$ cat config.mk
export PLATFORM = sky130hd
export DESIGN_NAME = sc_anim_sequencer_flat
export DESIGN_NICKNAME = d
export VERILOG_FILES = /design/src/rtl/sc_anim_sequencer_if.sv /design/src/rtl/sc_anim_sequencer.sv /design/src/flat_wrapper.sv
export SDC_FILE = /design/constraint.sdc
export NUM_CORES = 1
export LEC_CHECK = 0
export CORE_AREA = 5 5 42 44
export DETAILED_ROUTE_END_ITERATION = 12
export DIE_AREA = 0 0 47 49
export DONT_BUFFER_PORTS = 1
export REMOVE_ABC_BUFFERS = 1
export SYNTH_ARGS = -nofsm -noshare
export SYNTH_HDL_FRONTEND = slang
export SYNTH_SLANG_ARGS = --single-unit
export TNS_END_PERCENT = 30
$ cat constraint.sdc
create_clock -name SC_ANIMSEQ_CLOCK_50 -period 2.4 [get_ports SC_ANIMSEQ_CLOCK_50]
set_input_delay 0.48 -clock SC_ANIMSEQ_CLOCK_50 [delete_from_list [all_inputs] [get_ports SC_ANIMSEQ_CLOCK_50]]
set_output_delay 0.48 -clock SC_ANIMSEQ_CLOCK_50 [all_outputs]
set_load 0.02 [all_outputs]
$ cat src/rtl/sc_anim_sequencer_if.sv
// rtl/sc_anim_sequencer_if.sv - tick/request/render signal bundle for sc_anim_sequencer
interface sc_anim_sequencer_if #(
  parameter int FRAME_WIDTH = 2
);
  logic                   SC_ANIMSEQ_tick_InLow;
  logic                   SC_ANIMSEQ_moveReq_In;
  logic [1:0]             SC_ANIMSEQ_dir_InBUS;
  logic                   SC_ANIMSEQ_pause_In;
  logic [FRAME_WIDTH-1:0] SC_ANIMSEQ_frame_OutBUS;
  logic [1:0]             SC_ANIMSEQ_dir_OutBUS;
  logic                   SC_ANIMSEQ_busy_Out;
  logic                   SC_ANIMSEQ_done_OutPulse;
  logic                   SC_ANIMSEQ_step_OutPulse;

  // Driver side: speed comparator / game controller / render consumer
  modport master (
    output SC_ANIMSEQ_tick_InLow, SC_ANIMSEQ_moveReq_In, SC_ANIMSEQ_dir_InBUS, SC_ANIMSEQ_pause_In,
    input  SC_ANIMSEQ_frame_OutBUS, SC_ANIMSEQ_dir_OutBUS, SC_ANIMSEQ_busy_Out,
           SC_ANIMSEQ_done_OutPulse, SC_ANIMSEQ_step_OutPulse
  );

  // Sequencer side
  modport slave (
    input  SC_ANIMSEQ_tick_InLow, SC_ANIMSEQ_moveReq_In, SC_ANIMSEQ_dir_InBUS, SC_ANIMSEQ_pause_In,
    output SC_ANIMSEQ_frame_OutBUS, SC_ANIMSEQ_dir_OutBUS, SC_ANIMSEQ_busy_Out,
           SC_ANIMSEQ_done_OutPulse, SC_ANIMSEQ_step_OutPulse
  );
endinterface

$ cat src/rtl/sc_anim_sequencer.sv
// rtl/sc_anim_sequencer.sv - frog hop frame sequencer; optional one-deep request buffer via SC_ANIMSEQ_QUEUE_EN
module sc_anim_sequencer #(
  parameter int FRAMES_PER_MOVE = 4,
  parameter int FRAME_WIDTH     = 2
) (
  input  logic                 SC_ANIMSEQ_CLOCK_50,
  input  logic                 SC_ANIMSEQ_RESET_InLow,
  sc_anim_sequencer_if.slave   bus
);

  typedef enum logic [1:0] {
    IDLE    = 2'd0,
    ARM     = 2'd1,
    ANIMATE = 2'd2,
    DONE    = 2'd3
  } stateT;

  localparam logic [FRAME_WIDTH-1:0] LAST_FRAME = FRAME_WIDTH'(FRAMES_PER_MOVE - 1);

  stateT                  state, stateNext;
  logic [FRAME_WIDTH-1:0] frameQ, frameNext;
  logic [1:0]             dirQ, dirNext;
  logic                   busyQ, busyNext;
  logic                   doneQ, doneNext;
  logic                   stepQ, stepNext;
  logic                   tickPrev;
  logic                   strobe;

`ifdef SC_ANIMSEQ_QUEUE_EN
  logic                   qValid, qValidNext;
  logic [1:0]             qDir, qDirNext;
`endif

  // Falling edge of the active-low tick, dropped entirely while paused
  assign strobe = ~bus.SC_ANIMSEQ_tick_InLow & tickPrev & ~bus.SC_ANIMSEQ_pause_In;

  // State and registered outputs; reset aborts any hop without a done pulse
  always_ff @(posedge SC_ANIMSEQ_CLOCK_50 or negedge SC_ANIMSEQ_RESET_InLow) begin
    if (!SC_ANIMSEQ_RESET_InLow) begin
      state    <= IDLE;
      frameQ   <= '0;
      dirQ     <= 2'b00;
      busyQ    <= 1'b0;
      doneQ    <= 1'b0;
      stepQ    <= 1'b0;
      tickPrev <= 1'b1;
`ifdef SC_ANIMSEQ_QUEUE_EN
      qValid   <= 1'b0;
      qDir     <= 2'b00;
`endif
    end else begin
      state    <= stateNext;
      frameQ   <= frameNext;
      dirQ     <= dirNext;
      busyQ    <= busyNext;
      doneQ    <= doneNext;
      stepQ    <= stepNext;
      tickPrev <= bus.SC_ANIMSEQ_tick_InLow;
`ifdef SC_ANIMSEQ_QUEUE_EN
      qValid   <= qValidNext;
      qDir     <= qDirNext;
`endif
    end
  end

  // Hop sequencing: accept, wait for first strobe, count frames, pulse done/step
  always_comb begin
    stateNext = state;
    frameNext = frameQ;
    dirNext   = dirQ;
    busyNext  = busyQ;
    doneNext  = 1'b0;
    stepNext  = 1'b0;
`ifdef SC_ANIMSEQ_QUEUE_EN
    qValidNext = qValid;
    qDirNext   = qDir;
`endif
    case (state)
      IDLE: begin
        frameNext = '0;
        busyNext  = 1'b0;
        // The strobe in the acceptance cycle is ignored: ARM waits for a fresh one
        if (bus.SC_ANIMSEQ_moveReq_In) begin
          dirNext   = bus.SC_ANIMSEQ_dir_InBUS;
          busyNext  = 1'b1;
          stateNext = ARM;
        end
      end
      ARM: begin
        if (strobe) begin
          frameNext = FRAME_WIDTH'(1);
          stateNext = ANIMATE;
        end
      end
      ANIMATE: begin
        if (strobe) begin
          if (frameQ == LAST_FRAME) begin
            frameNext = '0;
            doneNext  = 1'b1;
            stepNext  = 1'b1;
            busyNext  = 1'b0;
            stateNext = DONE;
          end else begin
            frameNext = frameQ + FRAME_WIDTH'(1);
          end
        end
      end
      DONE: begin
        busyNext  = 1'b0;
        stateNext = IDLE;
`ifdef SC_ANIMSEQ_QUEUE_EN
        // A buffered request replaces the IDLE acceptance edge
        if (qValid) begin
          dirNext    = qDir;
          busyNext   = 1'b1;
          stateNext  = ARM;
          qValidNext = 1'b0;
        end else if (bus.SC_ANIMSEQ_moveReq_In) begin
          dirNext   = bus.SC_ANIMSEQ_dir_InBUS;
          busyNext  = 1'b1;
          stateNext = ARM;
        end
`endif
      end
      default: stateNext = IDLE;
    endcase
`ifdef SC_ANIMSEQ_QUEUE_EN
    // Capture one request mid-hop; later ones are dropped while the slot is full
    if (bus.SC_ANIMSEQ_moveReq_In && !qValid && (state == ARM || state == ANIMATE)) begin
      qValidNext = 1'b1;
      qDirNext   = bus.SC_ANIMSEQ_dir_InBUS;
    end
`endif
  end

  assign bus.SC_ANIMSEQ_frame_OutBUS  = frameQ;
  assign bus.SC_ANIMSEQ_dir_OutBUS    = dirQ;
  assign bus.SC_ANIMSEQ_busy_Out      = busyQ;
  assign bus.SC_ANIMSEQ_done_OutPulse = doneQ;
  assign bus.SC_ANIMSEQ_step_OutPulse = stepQ;

endmodule

$ cat src/flat_wrapper.sv
// flat-port wrapper written by rule: the top's interface ports become plain ports
module sc_anim_sequencer_flat 
#(
  parameter int FRAMES_PER_MOVE = 4,
  parameter int FRAME_WIDTH     = 2
)
  (SC_ANIMSEQ_CLOCK_50, SC_ANIMSEQ_RESET_InLow, bus_SC_ANIMSEQ_tick_InLow, bus_SC_ANIMSEQ_moveReq_In, bus_SC_ANIMSEQ_dir_InBUS, bus_SC_ANIMSEQ_pause_In, bus_SC_ANIMSEQ_frame_OutBUS, bus_SC_ANIMSEQ_dir_OutBUS, bus_SC_ANIMSEQ_busy_Out, bus_SC_ANIMSEQ_done_OutPulse, bus_SC_ANIMSEQ_step_OutPulse);
  sc_anim_sequencer_if #(.FRAME_WIDTH(FRAME_WIDTH)) bus_i ();
  input  logic SC_ANIMSEQ_CLOCK_50;
  input  logic SC_ANIMSEQ_RESET_InLow;
  input wire logic [$bits(bus_i.SC_ANIMSEQ_tick_InLow)-1:0] bus_SC_ANIMSEQ_tick_InLow;
  input wire logic [$bits(bus_i.SC_ANIMSEQ_moveReq_In)-1:0] bus_SC_ANIMSEQ_moveReq_In;
  input wire logic [$bits(bus_i.SC_ANIMSEQ_dir_InBUS)-1:0] bus_SC_ANIMSEQ_dir_InBUS;
  input wire logic [$bits(bus_i.SC_ANIMSEQ_pause_In)-1:0] bus_SC_ANIMSEQ_pause_In;
  output wire logic [$bits(bus_i.SC_ANIMSEQ_frame_OutBUS)-1:0] bus_SC_ANIMSEQ_frame_OutBUS;
  output wire logic [$bits(bus_i.SC_ANIMSEQ_dir_OutBUS)-1:0] bus_SC_ANIMSEQ_dir_OutBUS;
  output wire logic [$bits(bus_i.SC_ANIMSEQ_busy_Out)-1:0] bus_SC_ANIMSEQ_busy_Out;
  output wire logic [$bits(bus_i.SC_ANIMSEQ_done_OutPulse)-1:0] bus_SC_ANIMSEQ_done_OutPulse;
  output wire logic [$bits(bus_i.SC_ANIMSEQ_step_OutPulse)-1:0] bus_SC_ANIMSEQ_step_OutPulse;
  assign bus_i.SC_ANIMSEQ_tick_InLow = bus_SC_ANIMSEQ_tick_InLow;
  assign bus_i.SC_ANIMSEQ_moveReq_In = bus_SC_ANIMSEQ_moveReq_In;
  assign bus_i.SC_ANIMSEQ_dir_InBUS = bus_SC_ANIMSEQ_dir_InBUS;
  assign bus_i.SC_ANIMSEQ_pause_In = bus_SC_ANIMSEQ_pause_In;
  assign bus_SC_ANIMSEQ_frame_OutBUS = bus_i.SC_ANIMSEQ_frame_OutBUS;
  assign bus_SC_ANIMSEQ_dir_OutBUS = bus_i.SC_ANIMSEQ_dir_OutBUS;
  assign bus_SC_ANIMSEQ_busy_Out = bus_i.SC_ANIMSEQ_busy_Out;
  assign bus_SC_ANIMSEQ_done_OutPulse = bus_i.SC_ANIMSEQ_done_OutPulse;
  assign bus_SC_ANIMSEQ_step_OutPulse = bus_i.SC_ANIMSEQ_step_OutPulse;
  sc_anim_sequencer #(.FRAMES_PER_MOVE(FRAMES_PER_MOVE), .FRAME_WIDTH(FRAME_WIDTH)) u_core (.SC_ANIMSEQ_CLOCK_50(SC_ANIMSEQ_CLOCK_50), .SC_ANIMSEQ_RESET_InLow(SC_ANIMSEQ_RESET_InLow), .bus(bus_i));
endmodule
==> results.tsv, run 1 <==
metric	value	unit
status	finished clean	
fin_worst_skew	0.00845	ns
timing.final.crit_share	76.9	%
synth_cell_type_count	23	
yosys.cell_count.top_type	dfrtp_1	
place_area	526	um^2
clk_pin_slew	0.06	ns
min_period	1.84	ns
cts_root_buffer	clkbuf_4	
ctsHoldBuffers	1	
max_freq	0.542	GHz
drt_iter0_drc	8	
grt_use_met2	13.8	%
synth_warnings	0	
die_y	49	um
grt_use_met3	6.27	%
grt_pass1_wl	1570	um
antenna_found_initial	0	
grt_usage	9.52	%
synth_async_sr_flop_share	100	%
syn2layout_area_growth	7.16	%
drc_errors	0	
vias_per_cell	5.13	
yosys-top-cells-count	dfrtp_1 (8), ha_1 (6), inv_1 (4)	
synth_top_area_share	38.2	%
hold_class	in -> async	
netlist_area	524	um^2
worstMarginPinSlew	0.390	ns
cts_tree	yes	
crit_arrival	1.99	ns
setup_tns	0	ns
nets	61	
relSlewSlack	73.9	%
final_hold_viol_count	0	
synth-seq-cells	9	
coreArea	0.00140	mm^2
yosysSeqAreaShare	43.2	%
fillers	150	
drive_above_1_share	23.4	%
fin_area	562	um^2
cp-start-kind	flop	
power_density	1440	mW/mm^2
grt_setup_unrepaired	no	
clock_latency	0.26	ns
cts-buffers-inserted	3	
wire_per_inst	14.6	um
finalSetupViolCount	0	
dieArea	0.00230	mm^2
drtAntennaViolNets	0	
gp_congestion	0.747	
dr_total_vias	323	
synth_edf_count	0	
slew_violations	0	
ys_top_cells_by_area	dfrtp_1 (38%), ha_1 (14%), mux2_2 (6.4%), a221oi_4 (5.0%), dfstp_2 (5.0%)	
syn_area_per_cell	11.9	um^2
grt_pass1_vias	325	
ioPinCount	14	
crit_path_end_kind	flop	
yosysTopAreaCell	dfrtp_1	
antennaDiodeCount	0	
cts_max_level	1	
grt_busiest_layer	met2	
portBuffers	0	
p_leak	0.274	nW
cts.sinks	9	
num_rows	14	
synth-main-ff-cell	dfrtp_1	
synthCells	44	
met1_usage	12.0	%
drt_wl_total	921	um
die_w	47	um
critical_path_class	reg -> reg	
critPathMaxFanout	5	
clockBufferDepth	2	
worstPathRequired	2.55	ns
grt_max_degree	9	
post_cts_buffers	0	
grt_overflow	0	
max-cap-violations	0	
vdd_ir_drop_max	533	uV
hpwl	737	um
start_util	37.4	%
first_pass_iters	4	
cts.repair.resized	0	
[cell type report]
type                            count  area (um^2)  share of cell area (%)
Clock buffer                        4         26.3                    4.68
Inverter                            4         15.0                    2.67
Sequential cell                     9          226                    40.3
Timing Repair Buffer                1         10.0                    1.78
Multi-Input combinational cell     29          264                    47.0
Tap cell                           16         20.0                    3.56
[metrics by stage]
stage	setup WS, ns	hold WS (ns)	util (%)	power, mW	instances
after detailed placement	0.588	0.185	37.5	0.696	58
after global routing	0.490	0.0399	40.1	0.872	63
after CTS	0.573	0.0511	40.1	0.820	63
after global placement	0.593	0.185	37.5	0.693	58
after floorplan	0.689	0.184	-	0.625	42
final	0.555	0.0651	40.1	0.811	63
[layer usage]
metal | wire, um | up-vias
met5 | 0 | -
met1 | 375 | 155
met3 | 66 | 2
met2 | 475 | 10
li1 | - | 156
met4 | 4 | 0
[registers in the layout (all words and copies together), names as in the netlist]
name and flops:
u_core.bus.SC_ANIMSEQ_frame_OutBUS 2, u_core.bus.SC_ANIMSEQ_dir_OutBUS 2, u_core.state 2, u_core.bus.SC_ANIMSEQ_busy_Out 1
u_core.tickPrev 1, u_core.bus.SC_ANIMSEQ_done_OutPulse 1
[placed cells by master, fill, tap and decap left out, drive strengths merged]
cell and instances:
nor2b 1, a32o 1, mux2 4, dlygate4sd3 1, ha 6, and3 1
dfrtp 8, a221oi 1, clkbuf 4, dfstp 1, or2 1, mux2i 1
nor2 3, a211o 1, a21oi 2, nor3b 1, o21ai 1, a2bb2oi 1
inv 4, nand2 3, or3b 1
[power by group]
part,internal [mW],switching [mW]
Sequential,0.210,0.0933
Combinational,0.208,0.185
Clock,0.0639,0.0511
Total,0.481,0.330
[worst paths after layout]
check	start	end	slack (ns)	cells past startpoint
worst min-delay path	SC_ANIMSEQ_RESET_InLow	u_core.tickPrev	0.07	0
worst max-delay path	u_core.state[0]	u_core.state[1]	0.56	5
worst max register to register	u_core.state[0]	u_core.state[1]	0.56	5
min in group SC_ANIMSEQ_CLOCK_50	bus_SC_ANIMSEQ_tick_InLow	u_core.tickPrev	0.22	0
worst min register to register	u_core.state[0]	u_core.state[0]	0.62	1
max in group asynchronous	SC_ANIMSEQ_RESET_InLow	u_core.bus.SC_ANIMSEQ_busy_Out	1.54	1
[cell families (layout without fill, tap and decap cells)]
| group | after synthesis | count (layout) | synth area share, % |
|---|---|---|---|
| and+or+nand+nor | 11 | 11 | 11.0 |
| DFF | 9 | 9 | 43.2 |
| AOI/OAI and AO/OA | 7 | 7 | 13.8 |
| adders and majority gates | 6 | 6 | 14.3 |
| buffers and inverters | 6 | 9 | 6.44 |
| muxes | 5 | 5 | 11.2 |
[critical path, cell delays in order (launching register included)]
cell and delay [ns]:
dfrtp_1 0.40, inv_1 0.10, ha_1 0.26, or2_2 0.34, a221oi_4 0.30, mux2_4 0.32
Note: power is estimated with default switching activity, not from simulation.
==> run 2, diff against run 1 <==
- clock period: 2.4 -> 1.5 ns (I/O delays scaled with it)
==> run 2 against run 1 <==
The run now ends with negative setup slack left. Via count is 19% higher. Count of clock-buffer cells in the layout unchanged. Worst setup slack lost 0.69 ns. Sequential power up 47%. Fmax increased by 13%.
==> results.tsv, run 2 (synthesized netlist as in run 1, its figures left out) <==
metric	value	unit	change
pre_cts_slack	-0.233	ns	was 0.588 ns
dr_total_vias	385		was 323
slew_violations	0		unchanged
rrSetupSlack	-0.13	ns	was 0.56 ns
antenna_found_initial	0		unchanged
rr_startpoint	u_core.tickPrev		was u_core.state[0]
worstMarginPinSlew	0.424	ns	was 0.390 ns
vias_per_cell	5.00		was 5.13
antennaDiodeCount	0		unchanged
syn2layout_area_growth	30.3	%	was 7.16%
hpwl	894	um	was 737 um
status	complete, but fails checks		was finished clean
min-delay-start	bus_SC_ANIMSEQ_tick_InLow		
grt_max_degree	10		was 9
grt_setup_unrepaired	yes		was no
max_freq	0.612	GHz	was 0.542 GHz
reg2reg_depth	3		was 5
drtAntennaViolNets	0		unchanged
min_period	1.63	ns	was 1.84 ns
violations	negative setup slack		
slowest_stage	dfstp_2		was dfrtp_1
cts_max_level	1		unchanged
relSlewSlack	71.6	%	was 73.9%
min_to	u_core.tickPrev		
cts.sinks	9		unchanged
final_common_cell	buf_4		was dfrtp_1
grt_usage	12.7	%	was 9.52%
num_rows	14		unchanged
worst-path-buf-inv	0		was 1
place_inst	70		was 58
cts_tree	yes		unchanged
coreArea	0.00140	mm^2	unchanged
crit_arrival	1.79	ns	was 1.99 ns
cp-start-kind	flop		unchanged
crit_path_end_kind	flop		unchanged
critical-path-max-stage-delay	0.52	ns	was 0.40 ns
layout_setup_ws	-0.134	ns	was 0.555 ns
hold_class	in -> reg		was in -> async
clockBufferDepth	2		unchanged
final_cell_mix	buf_4 (14), dfrtp_1 (8), ha_1 (4)		was dfrtp_1 (8), ha_1 (6), inv_1 (4)
portBuffers	0		unchanged
hold-worst-slack	0.0208	ns	was 0.0651 ns
setup_tns	-0.311	ns	was 0 ns
fin_worst_skew	0.000779	ns	was 0.00845 ns
path_cells	or3b_4, a221oi_4, mux2_4		was inv_1, ha_1, or2_2, a221oi_4, mux2_4
vdd_ir_drop_max	919	uV	was 533 uV
p_leak	0.340	nW	was 0.274 nW
r2r_end	u_core.state[1]		unchanged
dieArea	0.00230	mm^2	unchanged
grt_overflow	0		unchanged
gp_congestion	0.740		was 0.747
die_w	47	um	unchanged
drive_above_1_share	50.8	%	was 23.4%
clk_pin_slew	0.07	ns	was 0.06 ns
drt_iter0_drc	6		was 8
final_hold_viol_count	0		unchanged
fin_cells	77		was 63
drt_wl_total	1180	um	was 921 um
cts-buffers-inserted	3		unchanged
grt_pass1_vias	435		was 325
crit_family	flip-flops		unchanged
drc_errors	0		unchanged
clock_latency	0.27	ns	was 0.26 ns
die_y	49	um	unchanged
cts_root_buffer	clkbuf_4		unchanged
nets	75		was 61
power_density	2390	mW/mm^2	was 1440 mW/mm^2
start_util	37.4	%	unchanged
finalSetupViolCount	5		was 0
critical_path_class	reg -> reg		unchanged
worstPathRequired	1.66	ns	was 2.55 ns
first_pass_iters	4		unchanged
critPathMaxFanout	4		was 5
timing.final.crit_share	109	%	was 76.9%
max-cap-violations	0		unchanged
wire_per_inst	15.3	um	was 14.6 um
grt_pass1_wl	2050	um	was 1570 um
holdPathStages	0		
ioPinCount	14		unchanged
## run 2: where the power goes
| part | switching, mW | internal [mW] | total, mW |
|---|---|---|---|
| combinational | 0.420 | 0.563 | 0.983 |
| clock | 0.0978 | 0.103 | 0.201 |
| sequential | 0.111 | 0.336 | 0.446 |
## run 2: metrics by stage
stage / area, um^2 / total power [mW] / utilization [%]
global placement: 616 / 1.35 / 43.9
floorplan: 505 / 1.00 / -
global route: 683 / 1.75 / 48.8
CTS: 678 / 1.64 / 48.4
finish: 683 / 1.63 / 48.8
detailed placement: 616 / 1.38 / 43.9
## run 2: worst max-delay path by stage
stage	cells past startpoint	slack [ns]	startpoint	to
3_3_place_gp	3	-0.21	u_core.tickPrev	u_core.state[1]
2_1_floorplan	5	-0.21	u_core.state[0]	u_core.state[1]
6_report	3	-0.13	u_core.tickPrev	u_core.state[1]
3_5_place_dp	5	-0.23	u_core.state[1]	u_core.state[1]
4_1_cts	3	-0.16	u_core.tickPrev	u_core.state[1]
5_1_grt	3	-0.16	u_core.tickPrev	u_core.state[1]
## run 2: timing repair
action	CTS	global route
hold endpoints to repair	9	0
setup buffers	2	0
pin swaps	2	2
hold buffers	1	0
gates resized for setup	4	3
endpoints found under the setup margin	7	7
## run 2: per-layer routing
metal	vias up	wire length, um	GRT usage [%]
li1	185	-	-
met1	190	472	15.3
met2	7	632	19.9
met3	3	47	2.95
met4	0	27	6.91
met5	-	0	0
## run 2: area by class of cell
class                           count  area, um^2
Timing Repair Buffer               15         115
Multi-Input combinational cell     29         280
Clock buffer                        4        26.3
Tap cell                           16        20.0
Inverter                            4        15.0
Fill cell                         135         718
Sequential cell                     9         226
## run 2: worst register-to-register path, stage by stage, from the launching register on
cell      delay (ns)
dfstp_2         0.52
or3b_4          0.41
a221oi_4        0.27
mux2_4          0.32
